`src/rtl/vga_sync_rx.sv`:
```
// vga_sync_rx: receive side of a VGA link. Samples HS/VS/RGB on pixel-strobe
// clocks and recovers the pixel position from the sync falling edges alone.
// It checks line and frame lengths and declares lock after LOCK_FRAMES
// consecutive good frames.
//
// Optional build macro: FRAME_CRC_EN. When it is defined, the block computes
// a per-frame CRC-16-CCITT over valid pixels. When it is undefined, o_crc is
// tied to zero.
//
// Ports:
//   i_clk        system clock
//   i_rst        synchronous, active-low reset
//   i_pix_stb    pixel strobe; all sampling and counting happens only here
//   i_hs, i_vs   active-low sync inputs
//   i_rgb        pixel data {R[2:0],G[2:0],B[1:0]}
//   o_x, o_y     active-area column/line (hold outside the active area)
//   o_de         pixel valid (locked and inside the active area)
//   o_pix        registered i_rgb when o_de, else 0
//   o_locked     timing lock
//   o_frame_stb  1-clk pulse at each VS fall while locked
//   o_err        1-clk pulse on any timing violation
//   o_crc        last completed frame CRC (0 when FRAME_CRC_EN is undefined)
module vga_sync_rx #(
  parameter int H_TOTAL     = 800,
  parameter int H_SYNC      = 96,
  parameter int H_BP        = 48,
  parameter int H_ACTIVE    = 640,
  parameter int V_TOTAL     = 525,
  parameter int V_SYNC      = 2,
  parameter int V_BP        = 33,
  parameter int V_ACTIVE    = 480,
  parameter int LOCK_FRAMES = 2
) (
  input  logic        i_clk,
  input  logic        i_rst,
  input  logic        i_pix_stb,
  input  logic        i_hs,
  input  logic        i_vs,
  input  logic [7:0]  i_rgb,
  output logic [9:0]  o_x,
  output logic [8:0]  o_y,
  output logic        o_de,
  output logic [7:0]  o_pix,
  output logic        o_locked,
  output logic        o_frame_stb,
  output logic        o_err,
  output logic [15:0] o_crc
);

  typedef enum logic [1:0] {SEARCH = 2'd0, TRACK = 2'd1, LOCKED = 2'd2} state_t;

  localparam logic [11:0] H_LEN   = 12'(H_TOTAL);
  localparam logic [10:0] V_LEN   = 11'(V_TOTAL);
  localparam logic [10:0] H_STUCK = 11'(2 * H_TOTAL);
  localparam logic [10:0] H_START = 11'(H_SYNC + H_BP);
  localparam logic [10:0] H_END   = 11'(H_SYNC + H_BP + H_ACTIVE);
  localparam logic [9:0]  V_START = 10'(V_SYNC + V_BP);
  localparam logic [9:0]  V_END   = 10'(V_SYNC + V_BP + V_ACTIVE);
  localparam logic [2:0]  LOCK_N  = 3'(LOCK_FRAMES);

  state_t      state_reg, state_next;
  logic [10:0] h_cnt_reg, h_cnt_next;
  logic [9:0]  v_cnt_reg, v_cnt_next;
  logic        vs_pend_reg, vs_pend_next;
  logic        hs_q_reg, vs_q_reg;
  logic        h_arm_reg, h_arm_next;
  logic [2:0]  good_reg, good_next;
  logic        hs_fall, vs_fall, h_bad, v_bad, stuck, fail;
  logic        frame_next, active, de_next;

  // Position counters. A VS fall only arms vs_pend; the next HS fall
  // (possibly on the same strobe) consumes it and restarts the line count.
  always_comb begin
    hs_fall      = i_pix_stb & hs_q_reg & ~i_hs;
    vs_fall      = i_pix_stb & vs_q_reg & ~i_vs;
    h_cnt_next   = h_cnt_reg;
    v_cnt_next   = v_cnt_reg;
    vs_pend_next = vs_pend_reg;
    if (i_pix_stb) begin
      if (hs_fall)
        h_cnt_next = '0;
      else if (h_cnt_reg != 11'h7FF)
        h_cnt_next = h_cnt_reg + 11'd1;

      if (hs_fall) begin
        vs_pend_next = 1'b0;
        if (vs_pend_reg || vs_fall)
          v_cnt_next = '0;
        else if (v_cnt_reg != 10'h3FF)
          v_cnt_next = v_cnt_reg + 10'd1;
      end else if (vs_fall) begin
        vs_pend_next = 1'b1;
      end
    end
  end

  // Lock FSM. h_arm keeps the line-length check off until an HS fall has
  // restarted h_cnt after entering TRACK.
  always_comb begin
    h_bad      = hs_fall & h_arm_reg & (({1'b0, h_cnt_reg} + 12'd1) != H_LEN);
    v_bad      = vs_fall & (({1'b0, v_cnt_reg} + 11'd1) != V_LEN);
    stuck      = i_pix_stb & (h_cnt_next == H_STUCK);
    fail       = (state_reg != SEARCH) & (h_bad | v_bad | stuck);
    state_next = state_reg;
    good_next  = good_reg;
    h_arm_next = h_arm_reg | hs_fall;
    frame_next = 1'b0;
    case (state_reg)
      SEARCH: begin
        if (vs_fall) begin
          state_next = TRACK;
          good_next  = '0;
          h_arm_next = hs_fall;
        end
      end
      TRACK: begin
        if (fail) begin
          state_next = SEARCH;
          good_next  = '0;
        end else if (vs_fall) begin
          good_next = good_reg + 3'd1;
          if (good_next == LOCK_N)
            state_next = LOCKED;
        end
      end
      LOCKED: begin
        if (fail) begin
          state_next = SEARCH;
          good_next  = '0;
        end else if (vs_fall) begin
          frame_next = 1'b1;
        end
      end
      default: state_next = SEARCH;
    endcase

    active  = (h_cnt_next >= H_START) && (h_cnt_next < H_END) &&
              (v_cnt_next >= V_START) && (v_cnt_next < V_END);
    // Uses the post-update state so the strobe that loses lock is not valid.
    de_next = i_pix_stb & (state_next == LOCKED) & active;
  end

  always_ff @(posedge i_clk) begin
    if (!i_rst) begin
      state_reg   <= SEARCH;
      h_cnt_reg   <= '0;
      v_cnt_reg   <= '0;
      vs_pend_reg <= 1'b0;
      hs_q_reg    <= 1'b1;
      vs_q_reg    <= 1'b1;
      h_arm_reg   <= 1'b0;
      good_reg    <= '0;
      o_x         <= '0;
      o_y         <= '0;
      o_de        <= 1'b0;
      o_pix       <= '0;
      o_locked    <= 1'b0;
      o_frame_stb <= 1'b0;
      o_err       <= 1'b0;
    end else begin
      o_err       <= 1'b0;
      o_frame_stb <= 1'b0;
      if (i_pix_stb) begin
        state_reg   <= state_next;
        h_cnt_reg   <= h_cnt_next;
        v_cnt_reg   <= v_cnt_next;
        vs_pend_reg <= vs_pend_next;
        hs_q_reg    <= i_hs;
        vs_q_reg    <= i_vs;
        h_arm_reg   <= h_arm_next;
        good_reg    <= good_next;
        o_err       <= fail;
        o_frame_stb <= frame_next;
        o_de        <= de_next;
        o_pix       <= de_next ? i_rgb : 8'h00;
        o_locked    <= (state_next == LOCKED);
        if (active) begin
          o_x <= 10'(h_cnt_next - H_START);
          o_y <= 9'(v_cnt_next - V_START);
        end
      end
    end
  end

`ifdef FRAME_CRC_EN
  logic [15:0] crc_run_reg;
  logic [15:0] crc_base;

  function automatic logic [15:0] crc16_byte(input logic [15:0] crc, input logic [7:0] d);
    logic [15:0] c;
    c = crc ^ {d, 8'h00};
    for (int i = 0; i < 8; i++)
      c = c[15] ? ((c << 1) ^ 16'h1021) : (c << 1);
    return c;
  endfunction

  // The running CRC restarts on lock entry and after each latched frame.
  always_comb begin
    crc_base = crc_run_reg;
    if ((state_next == LOCKED && state_reg != LOCKED) || frame_next)
      crc_base = 16'hFFFF;
  end

  always_ff @(posedge i_clk) begin
    if (!i_rst) begin
      crc_run_reg <= 16'hFFFF;
      o_crc       <= '0;
    end else if (i_pix_stb) begin
      if (frame_next)
        o_crc <= crc_run_reg;
      crc_run_reg <= de_next ? crc16_byte(crc_base, i_rgb) : crc_base;
    end
  end
`else
  assign o_crc = 16'h0000;
`endif

endmodule

```
`config.mk`:
```
export PLATFORM = sky130hd
export DESIGN_NAME = vga_sync_rx
export DESIGN_NICKNAME = d
export VERILOG_FILES = /design/src/rtl/vga_sync_rx.sv
export SDC_FILE = /design/constraint.sdc
export NUM_CORES = 1
export LEC_CHECK = 0
export ABC_AREA = 1
export CORE_MARGIN = 2
export CORE_UTILIZATION = 30
export CTS_CLUSTER_DIAMETER = 120
export CTS_CLUSTER_SIZE = 8
export DETAILED_ROUTE_END_ITERATION = 8
export HOLD_SLACK_MARGIN = 0.05
export PLACE_DENSITY_LB_ADDON = 0.3
export SLEW_MARGIN = 25
export SYNTH_ARGS = -nofsm -noshare
export SYNTH_HDL_FRONTEND = slang
export SYNTH_SLANG_ARGS = --single-unit
```
`constraint.sdc`:
```
create_clock -name i_clk -period 4.9 [get_ports i_clk]
set_clock_uncertainty 0.2 [all_clocks]
set_input_delay 0.49 -clock i_clk [delete_from_list [all_inputs] [get_ports i_clk]]
set_output_delay 0.49 -clock i_clk [all_outputs]
set_load 0.01 [all_outputs]
```
==> flow_metrics.tcl <==
set metrics [dict create \
    maxCapViolCount 0 \
    synth_edf_count 0 \
    die_y_um 116 \
    path_max_fanout 24 \
    vias 3571 \
    yosysWarnings 0 \
    path_cells "clkdlybuf4s50_1 -> nand2_1 -> nor2_4 -> inv_2 -> nor2_4 -> inv_2 -> nand3_1 -> inv_1 -> ha_1 -> nor2_1 -> nand2_1 -> inv_1 -> nand2_1 -> nand2_1 -> nand2_2 -> nor2_8 -> nand3_4 -> a21oi_1 -> nor2_1" \
    async_reset_ff_share_pct 0 \
    drv_slew 0 \
    clock_sinks 61 \
    overflow 0 \
    syn_area_mm2 0.00374 \
    synth-xor-area-share_pct 1.87 \
    die_w_um 116 \
    area_delta_synth_final_pct 20.4 \
    place_area_mm2 0.00421 \
    post_cts_buffers 0 \
    final_core_util_pct 37.2 \
    finalHoldViolations 0 \
    hold_path.class "reg2reg" \
    hold_path_depth 2 \
    cpPeakStageDelay_ns 0.69 \
    drtIter0Drc 195 \
    p_leak_nw 1.93 \
    required_ns 4.91 \
    antenna_found_initial 0 \
    min-delay-start "vs_q_reg" \
    startpoint "i_pix_stb" \
    post_cts_resized 0 \
    via_per_inst 4.53 \
    worstRegToRegCells 19 \
    drt-wirelength-per-cell_um 12.1 \
    finalHoldWorstSlack_ns 0.251 \
    critical-path-top-delay-family "simple AND/OR/NAND/NOR gates" \
    period_minus_slack_ns 4.08 \
    cts_hold_buf 0 \
    synth_fa_ha_area_share_pct 3.01 \
    status "complete, no violations" \
    ir_drop_v 0.000149 \
    htreeDepth 3 \
    clkLatencyLatePin_ns 0.32 \
    post-route-cell-area_mm2 0.00450 \
    cp_slowest_cell "clkdlybuf4s50_1" \
    cts_tree "yes" \
    tightest_slew_ns 0.979 \
    crit_type "in2reg" \
    drive_above_1_share_pct 7.10 \
    crit_top_cell "nand2_1" \
    root_buffer "clkbuf_16" \
    die_area_mm2 0.0134 \
    avgSynthCellArea_um2 6.43 \
    fmax_mhz 245 \
    largest_reg_flops 11 \
    power_density_mw_per_mm2 275 \
    diodes 0 \
    synth_top_family_by_area "simple AND/OR/NAND/NOR gates" \
    place.gp.congestion 0.843 \
    synthSimpleGateAreaFrac_pct 41.2 \
    worst-path-buf-inv 5 \
    cts.clk_slew.worst_paths_ns 0.05 \
    slew-limit-headroom_pct 34.7 \
    final_cell_mix "176 x nand2_1, 70 x nor2_1, 64 x inv_1" \
    dpl.hpwl_um 7190 \
    io_buffers 43 \
    grt_max_degree 32 \
    yosysSeqAreaShare_pct 32.7 \
    start_util_pct 30.9 \
    r2r_setup_slack_ns 1.20 \
    core_mm2 0.0121 \
    grt_pass1_wl_um 15900 \
    io_pins 60 \
    grt_pass1_vias 3351 \
    drc_errors 0 \
    final_antenna_net_count 0 \
    fin_crit_sh_pct 83.3 \
    firstDrtPassIters 4 \
    clockBufferDepth 2 \
    worst_ep_arrival_time_ns 4.10 \
    drt_wl_total_um 9550 \
    synth_top_flop_cell "dfxtp_1" \
    cts_made_buffers 9 \
    final_common_cell "nand2_1" \
    nets 638 \
    reg2reg_from "v_cnt_reg[0]" \
    crit_path_end_kind "register" \
    synth_compound_area_share_pct 7.66 \
    ys_seq_elements 61 \
    grtUsageTotal_pct 14.9 \
    synth_cell_type_count 35 \
    timing.setup.tns_ns 0 \
    cp.depth 19 \
    num_rows 40 \
    syn_inst 581 \
    rsz0062_at_grt "false" \
    cp-start-kind "input pin" \
    synthMuxAreaShare_pct 0 \
    setup_violations 0 \
]
==> final timing paths <==
| path | endpoint |
|---|---|
| max | o_x[3] |
| min reg2reg | vs_q_reg |
| min | vs_q_reg |
| max reg2reg | o_x[3] |
==> Yosys cell counts, types with 2 or more instances <==
library cell / n / share of area (%)
nand2_2: 5 / 0.84
nand3_2: 5 / 1.3
inv_1: 64 / 6.4
o21ai_1: 2 / 0.27
nand3b_1: 3 / 0.60
buf_6: 4 / 1.2
inv_2: 4 / 0.40
ha_1: 9 / 3.0
clkbuf_1: 8 / 0.80
xnor2_1: 3 / 0.70
buf_2: 7 / 0.94
nor2_1: 70 / 7.0
nor2_4: 3 / 0.90
o21ai_0: 11 / 1.5
nand2_1: 176 / 18
dfxtp_1: 61 / 33
a21oi_1: 37 / 5.0
nand4_1: 25 / 4.2
nor3_1: 2 / 0.27
buf_4: 18 / 3.6
nor2_2: 6 / 1.0
nand3_1: 41 / 5.5
xor2_1: 5 / 1.2
==> cells by family (layout without fill, tap and decap cells) <==
family / count (synthesis) / in the layout
other: 1 / 16
AND/OR/NAND/NOR: 342 / 342
XOR/XNOR: 8 / 8
flip-flops: 61 / 61
AO/OA/AOI/OAI: 54 / 54
buffers and inverters: 106 / 130
adder cells (fa/ha/maj): 9 / 9
==> layer usage <==
layer	share of wire (%)	wire length (µm)	up-vias	global-route usage, %
met5	0	0	-	0
met4	0.89	85	0	3.97
met3	3.7	353	13	3.03
met2	47	4510	65	24.3
met1	48	4590	1613	20.0
li1	-	-	1880	-
==> worst register-to-register path: cells and delay by family (launching register included) <==
kind                       cells  cell delay, ns
AOI/OAI and AO/OA              1            0.24
adders and majority gates      2            0.50
buffers and inverters          2            0.13
DFF                            1            0.55
and+or+nand+nor               14            1.99
==> stage by stage <==
stage / cells / worst slack [ns] / power (mW)
2_1_floorplan: 596 / 2.20 / 0.634
5_1_grt: 788 / 0.502 / 1.29
6_report: 788 / 0.818 / 1.24
3_3_place_gp: 773 / 0.488 / 0.658
4_1_cts: 788 / 0.821 / 1.25
3_5_place_dp: 773 / 0.486 / 0.659
==> layout make-up <==
class                   instances  area [µm²]
clock buffers                  14         274
clock inverters                 1        5.00
fillers                      1310        7610
inverters                      69         259
multi-input cells             429        2080
flip-flops and latches         61        1220
well taps                     168         210
repair buffers                 46         453
==> power breakdown <==
part	switching, mW	internal [mW]	total [mW]
sequential	0.00992	0.506	0.516
clock	0.204	0.379	0.584
combinational	0.0945	0.0412	0.136
No activity file was read; power rests on OpenSTA's default activity.
